==> src/rtl/tdc_gpx_pkg.sv <==
// Shared types and constants for the TDC-GPX register bus engine.
// Holds the bus state encoding, bus widths, direction codes and register addresses.
package tdc_gpx_pkg;

    localparam int TDC_DATA_W = 28;
    localparam int TDC_ADDR_W = 4;

    localparam logic RW_READ  = 1'b1;
    localparam logic RW_WRITE = 1'b0;

    localparam logic [TDC_ADDR_W-1:0] REG_FIFO0 = 4'd8;
    localparam logic [TDC_ADDR_W-1:0] REG_CTRL4 = 4'd4;

    typedef enum logic [2:0] {
        IDLE,
        SETUP,
        STROBE,
        HOLD,
        RECOVER
    } bus_state_e;

    // A phase of N cycles is timed by loading N-1 and waiting for zero.
    function automatic logic [3:0] phase_load(input int cycles);
        return 4'(cycles - 1);
    endfunction

endpackage

==> src/rtl/tdc_gpx_phase_timer.sv <==
// Loadable 4-bit down-counter used to time each bus phase.
// o_done is high while the count sits at zero.
module tdc_gpx_phase_timer (
    input  logic       clk,
    input  logic       reset,
    input  logic       i_load,
    input  logic [3:0] i_load_val,
    output logic       o_done
);

    logic [3:0] r_count;

    // NOTE: sequential state is updated with non-blocking assignments only.
    always_ff @(posedge clk or posedge reset) begin
        if (reset) begin
            r_count <= '0;
        end else if (i_load) begin
            r_count <= i_load_val;
        end else if (r_count != 4'd0) begin
            r_count <= r_count - 4'd1;
        end
    end

    assign o_done = (r_count == 4'd0);

endmodule

==> src/rtl/tdc_gpx_bus_interface.sv <==
// TDC-GPX parallel register bus engine: one read or write per mem_op, with timed phases.
// Optional macro TDC_BUS_READ_RESYNC_EN adds an input register on tdc_d_i ahead of read capture.
import tdc_gpx_pkg::*;

module tdc_gpx_bus_interface #(
    parameter int SETUP_CYC   = 1,
    parameter int STROBE_CYC  = 3,
    parameter int HOLD_CYC    = 1,
    parameter int RECOVER_CYC = 2
) (
    input  logic                  clk,
    input  logic                  reset,
    input  logic                  mem_op,
    input  logic                  read_write,
    input  logic [TDC_ADDR_W-1:0] addr,
    input  logic [TDC_DATA_W-1:0] data_in,
    output logic                  ready,
    output logic [TDC_DATA_W-1:0] data_out,
    output logic                  data_ready,
    output logic [TDC_ADDR_W-1:0] tdc_adr,
    output logic [TDC_DATA_W-1:0] tdc_d_o,
    output logic                  tdc_d_oe,
    input  logic [TDC_DATA_W-1:0] tdc_d_i,
    output logic                  tdc_csn,
    output logic                  tdc_rdn,
    output logic                  tdc_wrn
);

    localparam logic [3:0] SETUP_LD   = phase_load(SETUP_CYC);
    localparam logic [3:0] STROBE_LD  = phase_load(STROBE_CYC);
    localparam logic [3:0] HOLD_LD    = phase_load(HOLD_CYC);
    localparam logic [3:0] RECOVER_LD = phase_load(RECOVER_CYC);

    bus_state_e            r_state, w_next_state;
    logic                  w_load, w_phase_done, w_accept, w_bus_active;
    logic [3:0]            w_load_val;
    logic                  r_rw;
    logic [TDC_ADDR_W-1:0] r_lat_addr, r_adr;
    logic [TDC_DATA_W-1:0] r_lat_data, r_d_o, r_data_out;
    logic                  r_ready, r_csn, r_rdn, r_wrn, r_d_oe, r_data_ready;
    logic                  w_capture, w_cap_fire;
    logic [TDC_DATA_W-1:0] w_cap_word;

    // Requests are taken only when idle and advertised ready; busy-time strobes are dropped.
    assign w_accept     = mem_op && r_ready && (r_state == IDLE);
    assign w_bus_active = (r_state == SETUP) || (r_state == STROBE) || (r_state == HOLD);

    always_ff @(posedge clk or posedge reset) begin
        if (reset) begin
            r_state    <= IDLE;
            r_rw       <= RW_READ;
            r_lat_addr <= '0;
            r_lat_data <= '0;
        end else begin
            r_state <= w_next_state;
            if (w_accept) begin
                r_rw       <= read_write;
                r_lat_addr <= addr;
                r_lat_data <= data_in;
            end
        end
    end

    // NOTE: every combinational output gets a default first so no latch is inferred.
    always_comb begin
        w_next_state = r_state;
        w_load       = 1'b0;
        w_load_val   = '0;
        case (r_state)
            IDLE:    if (w_accept)     begin w_next_state = SETUP;   w_load = 1'b1; w_load_val = SETUP_LD;   end
            SETUP:   if (w_phase_done) begin w_next_state = STROBE;  w_load = 1'b1; w_load_val = STROBE_LD;  end
            STROBE:  if (w_phase_done) begin w_next_state = HOLD;    w_load = 1'b1; w_load_val = HOLD_LD;    end
            HOLD:    if (w_phase_done) begin w_next_state = RECOVER; w_load = 1'b1; w_load_val = RECOVER_LD; end
            RECOVER: if (w_phase_done) begin w_next_state = IDLE; end
            default: w_next_state = IDLE;
        endcase
    end

    tdc_gpx_phase_timer u_phase_timer (
        .clk        (clk),
        .reset      (reset),
        .i_load     (w_load),
        .i_load_val (w_load_val),
        .o_done     (w_phase_done)
    );

    // Pins are registered from the current state, so they trail the FSM by one cycle.
    always_ff @(posedge clk or posedge reset) begin
        if (reset) begin
            r_ready <= 1'b1;
            r_csn   <= 1'b1;
            r_rdn   <= 1'b1;
            r_wrn   <= 1'b1;
            r_d_oe  <= 1'b0;
            r_adr   <= '0;
            r_d_o   <= '0;
        end else begin
            r_ready <= (r_state == IDLE);
            r_csn   <= !w_bus_active;
            r_rdn   <= !((r_state == STROBE) && (r_rw == RW_READ));
            r_wrn   <= !((r_state == STROBE) && (r_rw == RW_WRITE));
            r_d_oe  <= w_bus_active && (r_rw == RW_WRITE);
            if (r_state == SETUP) begin
                r_adr <= r_lat_addr;
                if (r_rw == RW_WRITE) begin
                    r_d_o <= r_lat_data;
                end
            end
        end
    end

    // The read strobe pin is about to rise: this edge closes its last low cycle.
    assign w_capture = !r_rdn && (r_state != STROBE);

`ifdef TDC_BUS_READ_RESYNC_EN
    logic [TDC_DATA_W-1:0] r_d_sync;
    logic                  r_cap_dly;

    always_ff @(posedge clk or posedge reset) begin
        if (reset) begin
            r_d_sync  <= '0;
            r_cap_dly <= 1'b0;
        end else begin
            r_d_sync  <= tdc_d_i;
            r_cap_dly <= w_capture;
        end
    end

    assign w_cap_fire = r_cap_dly;
    assign w_cap_word = r_d_sync;
`else
    assign w_cap_fire = w_capture;
    assign w_cap_word = tdc_d_i;
`endif

    always_ff @(posedge clk or posedge reset) begin
        if (reset) begin
            r_data_out   <= '0;
            r_data_ready <= 1'b0;
        end else begin
            r_data_ready <= w_cap_fire;
            if (w_cap_fire) begin
                r_data_out <= w_cap_word;
            end
        end
    end

    assign ready      = r_ready;
    assign data_out   = r_data_out;
    assign data_ready = r_data_ready;
    assign tdc_adr    = r_adr;
    assign tdc_d_o    = r_d_o;
    assign tdc_d_oe   = r_d_oe;
    assign tdc_csn    = r_csn;
    assign tdc_rdn    = r_rdn;
    assign tdc_wrn    = r_wrn;

endmodule

==> config.mk <==
export PLATFORM = sky130hd
export DESIGN_NAME = tdc_gpx_bus_interface
export DESIGN_NICKNAME = d
export VERILOG_FILES = /design/src/rtl/tdc_gpx_pkg.sv /design/src/rtl/tdc_gpx_phase_timer.sv /design/src/rtl/tdc_gpx_bus_interface.sv
export SDC_FILE = /design/constraint.sdc
export NUM_CORES = 1
export LEC_CHECK = 0
export CAP_MARGIN = 20
export CORE_UTILIZATION = 50
export CTS_CLUSTER_SIZE = 28
export DETAILED_ROUTE_END_ITERATION = 7
export GPL_TIMING_DRIVEN = 0
export PLACE_DENSITY = 0.85
export SLEW_MARGIN = 20
export SYNTH_ARGS = -nofsm -noshare
export SYNTH_HDL_FRONTEND = slang
export SYNTH_SLANG_ARGS = --single-unit
==> constraint.sdc <==
create_clock -name clk -period 6.75 [get_ports clk]
set_input_delay 1.35 -clock clk [delete_from_list [all_inputs] [get_ports clk]]
set_output_delay 1.35 -clock clk [all_outputs]
set_load 0.05 [all_outputs]
==> summary.md, run 1 <==
| Metric | Value |
|---|---|
| Seq/Total Area, Yosys | `63.5%` |
| Hold WC Path Type | `flip-flop to flip-flop` |
| Clock power frac | `a little under an eighth` |
| GRT Total Usage | `between 15 and 20%` |
| Drt drc | `0` |
| CTS sink cnt | `106` |
| Core area | `8180 um2` |
| Cell-internal power | `~2 mW` |
| Max Fanout on Critical Path | `2` |
| Sw Share | `41.3%` |
| Hold Path Stages | `1` |
| Detailed-router iteration count before antenna repair | `3` |
| Hold Vio Cnt, Final | `0` |
| Net Count, Synth | `317` |
| Post-DR wirelength/cell | `15.3 um` |
| Initial antenna violation count | `0` |
| FP Rows | `33` |
| Critical setup path kind | `flip-flop to primary output` |
| Crit path DAT | `1.68 ns` |
| Fmax | `0.330 GHz` |
| Hold EP | `u_phase_timer.r_count[0]$_DFFE_PP0P_` |
| Vias | `2516` |
| CTS Hold Bufs | `0` |
| R2R Path Start | `r_state[2]$_DFFE_PP0P_` |
| Routed Antenna Nets | `0` |
| First-pass GRT wire length | `12300 um` |
| CTS tree | `done` |
| Area post-placement | `5640 um2` |
| Setup Skew | `0.0108 ns` |
| Flop pwr share | `33.1%` |
| Die W | `93.5 um` |
| Worst hold start | `u_phase_timer.r_count[0]$_DFFE_PP0P_` |
| Initial DRC Count | `54` |
| Vias in the first global route | `2611` |
| Tmin final | `3.03 ns` |
| Port-buffer cells | `between 100 and 150` |
| Sequential Area | `around 2700 um2` |
| Commonest cells after routing, fill and taps aside | `clkdlybuf4s50_1 (129), dfrtp_1 (101), mux2_2 (74)` |
| Setup Buffers After CTS | `0` |
| Initial Util | `between 50% and 60%` |
| Synth Register Bits | `between 100 and 150` |
| R2R cell count | `6` |
| CP peak stage delay | `0.79 ns` |
| Gate power share | `between 50% and 60%` |
| Post-Route Utilization | `71.5%` |
| R2R setup slack | `4.92 ns` |
| Fin area | `5850 um2` |
| Hold slack | `0.487 ns` |
| DR vias/cell | `5.01` |
| Multi-input logic area | `around 1400 um2` |
| Most common cell after layout, fill and taps aside | `clkdlybuf4s50_1` |
| Final setup TNS | `0 ns` |
| Worst-Margin Slew | `0.658 ns` |
| CTS max path bufs | `2` |
| Switching power | `1.40 mW` |
| Crit-path slowest cell | `clkdlybuf4s50_1` |
| Power Density | `581 nW/um2` |
| CTS root buffer | `clkbuf_8` |
| Inst Count DP | `slightly below 500` |
| Pleak | `2.49 nW` |
| Critical path launch point type | `flip-flop` |
| Ratio of cells with drive above 1 in the final layout | `33.0%` |
| # Max-Cap Violations | `0` |
| RSZ-0062 raised after global routing | `false` |
| Netlist cell types | `30` |
| Final net count | `458` |
| Synth Warn # | `0` |
| Setup violators final | `0` |
| Count of pins over their slew limit | `0` |
| Layout area overhead | `39.7%` |
| RR Endpoint | `tdc_d_o[0]$_DFFE_PP0P_` |
| Crit path max-delay family | `buffers and inverters` |
| Grt ovf | `0` |
| Period utilisation layout | `45.0%` |
| Die height | `93.5 um` |
| Fin cells | `around 500` |
| Routed wire length | `~7700 um` |
| Fin worst setup slack | `3.72 ns` |
| Die ar. | `8740 um2` |
| FILL cells | `approximately 560` |
| Critical Path End Type | `primary output` |
| Outcome | `complete, no violations` |
| Clock latency at the later pin of the worst-skew pair | `0.35 ns` |
| WP buf/inv | `1` |
| PostCTS Resize Cnt | `0` |
| Ant diodes | `0` |
| Clock transition at path regs | `0.09 ns` |
| Required time of the critical path | `between 5 and 6 ns` |
| Top Ports | `130` |
| Synthesized area | `about 4200 um2` |
| Max H-tree Level | `3` |
| Final HPWL DP | `5560 um` |
| Post-Syn Area per Cell | `16.6 um2` |
| Crit-path cells | `clkdlybuf4s50_1` |
| Post-place setup slack | `3.90 ns` |
| Design Power | `about 3.4 mW` |
| Final RePlAce weighted congestion | `0.712` |
| Max IR drop VDD | `about 300 uV` |
| Crit path from | `tdc_rdn$_DFF_PP1_` |
| Pin count of the biggest net entering global routing | `58` |
| Synth Instances | `252` |
| CTS buffer count | `9` |
| Slew HR | `between 50% and 60%` |
-- logic make-up (layout without fill, tap and decap cells) --
logic type	count (synthesis)	count (layout)	share of synthesized area [%]
XOR/XNOR	2	2	0.418
adder cells (fa/ha/maj)	1	1	0.299
AO/OA/AOI/OAI	6	6	1.02
buffers and inverters	16	161	3.41
AND/OR/NAND/NOR	25	25	3.80
flip-flops	106	106	63.5
multiplexers	96	96	27.6
-- power by group through the flow --
stage / clock network [mW] / registers, mW / logic [mW]
global placement: 0 / 1.12 / 1.85
CTS: 0.417 / 1.13 / 1.88
floorplan: 0 / 1.80 / 0.651
detailed placement: 0 / 1.14 / 1.88
global route: 0.442 / 1.17 / 1.96
finish: 0.403 / 1.13 / 1.87
-- cell usage after synthesis (all sizes together) --
library cell / n / area [um2]
dfrtp: 101 / 2530
mux2: 94 / 1130
buf: 13 / 131
nor2: 8 / 30.0
dfstp: 5 / 131
nand2: 4 / 15.0
inv: 3 / 11.3
nor3b: 3 / 38.8
and3: 2 / 12.5
mux2i: 2 / 20.0
nor3: 2 / 15.0
nor4bb: 2 / 20.0
o21ai: 2 / 10.0
xnor2: 2 / 17.5
a211oi: 1 / 7.51
a2bb2oi: 1 / 8.76
and2: 1 / 6.26
and2b: 1 / 7.51
ha: 1 / 12.5
nand2b: 1 / 6.26
nand3b: 1 / 7.51
o21bai: 1 / 7.51
o31a: 1 / 8.76
-- cell type report --
cell class	instances	area share, %
Tap cell	105	2.25
Sequential cell	106	45.5
Clock buffer	10	2.18
Multi-Input combinational cell	130	23.7
Inverter	3	0.278
Timing Repair Buffer	130	22.5
Clock inverter	5	1.37
Buffer	13	2.25
-- routing by layer --
metal,wire (um),share of wire (%),global-route usage (%),up-vias
met3,623,8.1,5.12,7
li1,-,-,-,1158
met2,3740,49,30.5,93
met5,0,0,0,-
met4,75,0.97,6.92,0
met1,3260,42,23.4,1258
-- sequential cells by signal, indices dropped and copies added (netlist names), 3 cells and up --
name and flops:
tdc_adr 4, u_phase_timer.r_count 4, tdc_d_o 28, r_lat_addr 4, data_out 28, r_lat_data 28
r_state 3
-- worst max-delay path by stage --
stage | to | slack (ns) | cells after the start
CTS | tdc_rdn | 3.68 | 1
global route | tdc_rdn | 3.66 | 1
global placement | data_out[11]$_DFFE_PP0P_ | 1.22 | 2
finish | tdc_rdn | 3.72 | 1
detailed placement | r_lat_data[7]$_DFFE_PP0P_ | 3.90 | 5
floorplan | data_out[0]$_DFFE_PP0P_ | 2.62 | 1
(Power assumes the default switching activity.)
==> inputs of run 2 (changes only) <==
--- a/config.mk
+++ b/config.mk
@@ -6,11 +6,11 @@
 export NUM_CORES = 1
 export LEC_CHECK = 0
 export CAP_MARGIN = 20
-export CORE_UTILIZATION = 50
+export CORE_UTILIZATION = 46
 export CTS_CLUSTER_SIZE = 28
 export DETAILED_ROUTE_END_ITERATION = 7
 export GPL_TIMING_DRIVEN = 0
-export PLACE_DENSITY = 0.85
+export PLACE_DENSITY = 0.79
 export SLEW_MARGIN = 20
 export SYNTH_ARGS = -nofsm -noshare
 export SYNTH_HDL_FRONTEND = slang
==> constraint.sdc (replaced) <==
create_clock -name clk -period 3 [get_ports clk]
set_input_delay 0.6 -clock clk [delete_from_list [all_inputs] [get_ports clk]]
set_output_delay 0.6 -clock clk [all_outputs]
set_load 0.05 [all_outputs]
==> run 2 against run 1 <==
Effect of this change:
- wire length up 6.5%
- clock power up 97%
- via count about the same
- critical path type unchanged
- largest power group unchanged
- highest routed layer unchanged
==> summary.md, run 2 (synthesis results as in run 1) <==
| Metric | Value |
|---|---|
| Detailed-router iteration count before antenna repair | `4` |
| Fmax | `0.437 GHz` |
| CTS Hold Bufs | `0` |
| Hold WC Path Type | `flip-flop to flip-flop` |
| Final HPWL DP | `between 6000 and 7000 um` |
| Gate power share | `a little under three fifths` |
| Outcome | `complete, no violations` |
| Crit path DAT | `1.69 ns` |
| First-pass GRT wire length | `13900 um` |
| Post-DR wirelength/cell | `16.2 um` |
| Most common cell after layout, fill and taps aside | `clkdlybuf4s50_1` |
| RSZ-0062 raised after global routing | `false` |
| Critical Path End Type | `primary output` |
| Worst-Margin Slew | `~0.72 ns` |
| Die W | `97.4 um` |
| CTS max path bufs | `2` |
| Pleak | `2.48 nW` |
| Ratio of cells with drive above 1 in the final layout | `between 30% and 40%` |
| Critical path launch point type | `flip-flop` |
| FP Rows | `34` |
| WP buf/inv | `1` |
| GRT Total Usage | `18.5%` |
| Initial DRC Count | `47` |
| Max IR drop VDD | `between 600 and 700 uV` |
| Tmin final | `2.29 ns` |
| Port-buffer cells | `129` |
| Clock power frac | `10.5%` |
| R2R Path Start | `u_phase_timer.r_count[0]$_DFFE_PP0P_` |
| Design Power | `7.54 mW` |
| Sequential Area | `2660 um2` |
| Crit-path slowest cell | `clkdlybuf4s50_1` |
| Sw Share | `42.4%` |
| Clock latency at the later pin of the worst-skew pair | `0.36 ns` |
| Multi-input logic area | `1390 um2` |
| Initial antenna violation count | `0` |
| # Max-Cap Violations | `0` |
| Max H-tree Level | `3` |
| Initial Util | `47.8%` |
| Crit-path cells | `clkdlybuf4s50_1` |
| DR vias/cell | `about 5.0` |
| CTS tree | `done` |
| Crit path from | `ready$_DFF_PP1_` |
| Max Fanout on Critical Path | `2` |
| Hold Vio Cnt, Final | `0` |
| Grt ovf | `0` |
| Core area | `just under 9000 um2` |
| Period utilisation layout | `76.3%` |
| Setup violators final | `0` |
| Final net count | `460` |
| Worst hold start | `r_rw$_DFFE_PP1P_` |
| Die ar. | `9490 um2` |
| Commonest cells after routing, fill and taps aside | `clkdlybuf4s50_1 (129), dfrtp_1 (101), mux2_2 (74)` |
| Routed wire length | `a little over 8000 um` |
| Setup Skew | `0.0143 ns` |
| Clock transition at path regs | `0.09 ns` |
| CTS root buffer | `clkbuf_8` |
| Drt drc | `0` |
| PostCTS Resize Cnt | `0` |
| CTS buffer count | `9` |
| Required time of the critical path | `2.40 ns` |
| Vias in the first global route | `2734` |
| Critical setup path kind | `flip-flop to primary output` |
| Power Density | `about 1300 nW/um2` |
| Routed Antenna Nets | `0` |
| Die height | `97.4 um` |
| Ant diodes | `0` |
| Vias | `2514` |
| Flop pwr share | `33.5%` |
| Top Ports | `130` |
| Count of pins over their slew limit | `0` |
| Layout area overhead | `39.8%` |
| FILL cells | `636` |
| Final RePlAce weighted congestion | `just under 0.8` |
| Slew HR | `51.8%` |
| Final setup TNS | `0 ns` |
| CTS sink cnt | `106` |
| Pin count of the biggest net entering global routing | `37` |
| Setup Buffers After CTS | `0` |
| Switching power | `3.20 mW` |
| Crit path max-delay family | `buffers and inverters` |
| CP peak stage delay | `0.81 ns` |
| Cell-internal power | `~4.3 mW` |
run 2: changes by cell type in the layout (fill, tap and decap cells not counted), sizes merged:
cell      before  now
buf           14   16
clkinvlp       2    4
bufinv         2    0
run 2: final timing paths:
kind                                                        endpoint  slack (ns)  depth (start not counted)
worst min-delay path                               tdc_rdn$_DFF_PP1_        0.48                          1
worst min register to register                     tdc_rdn$_DFF_PP1_        0.48                          1
min in group asynchronous                   data_out[17]$_DFFE_PP0P_        0.53                          2
worst max register to register  u_phase_timer.r_count[0]$_DFFE_PP0P_        1.08                          5
worst max-delay path                                           ready        0.71                          1
max in group asynchronous                           r_rw$_DFFE_PP1P_        1.74                          4
run 2: routing by layer:
metal	vias to the layer above	routed length [um]	GRT usage, %
li1	1156	-	-
met4	0	67	3.73
met5	-	0	0
met1	1250	3680	24.6
met3	6	570	6.19
met2	102	3880	29.6
run 2: final cells by class:
type                            instances  share of cell area, %
Multi-Input combinational cell        130                   23.7
Clock buffer                           10                   2.35
Sequential cell                       106                   45.4
Clock inverter                          5                  0.684
Tap cell                              108                   2.31
Timing Repair Buffer                  132                   23.1
Buffer                                 13                   2.24
Inverter                                3                  0.256
run 2: power by group through the flow:
stage	clock network, mW	logic [mW]	registers (mW)
after floorplan	0	1.47	4.06
after global placement	0	4.17	2.52
after detailed placement	0	4.25	2.57
after CTS	0.830	4.26	2.54
after global routing	0.883	4.42	2.63
final	0.795	4.22	2.53
run 2: per-stage QoR:
step / cell area (um2) / hold WS, ns / utilization [%] / worst slack (ns) / instances
2_1_floorplan: 4190 / 0.436 / - / 1.13 / 252
3_3_place_gp: 5620 / 0.459 / 64.1 / 0.143 / 489
3_5_place_dp: 5680 / 0.463 / 64.8 / 0.916 / 492
4_1_cts: 5850 / 0.484 / 66.8 / 0.678 / 507
5_1_grt: 5850 / 0.501 / 66.8 / 0.637 / 507
6_report: 5850 / 0.479 / 66.8 / 0.710 / 507
==> inputs of run 3 (changes only) <==
==> constraint.sdc (replaced) <==
create_clock -name clk -period 2.25 [get_ports clk]
set_input_delay 0.45 -clock clk [delete_from_list [all_inputs] [get_ports clk]]
set_output_delay 0.45 -clock clk [all_outputs]
set_load 0.05 [all_outputs]
==> results of run 3 <==
The final DEF is identical to that of run 2. Status: complete, no violations.
Among the figures that moved: setup slack after placement 0.916 ns -> 0.316 ns; setup slack after layout 0.710 ns -> 0.110 ns; hold slack 0.479 ns -> 0.375 ns; register-to-register setup slack 1.08 ns -> 0.33 ns; total power 7.54 mW -> 10.1 mW; worst IR drop on VDD 656 uV -> 874 uV
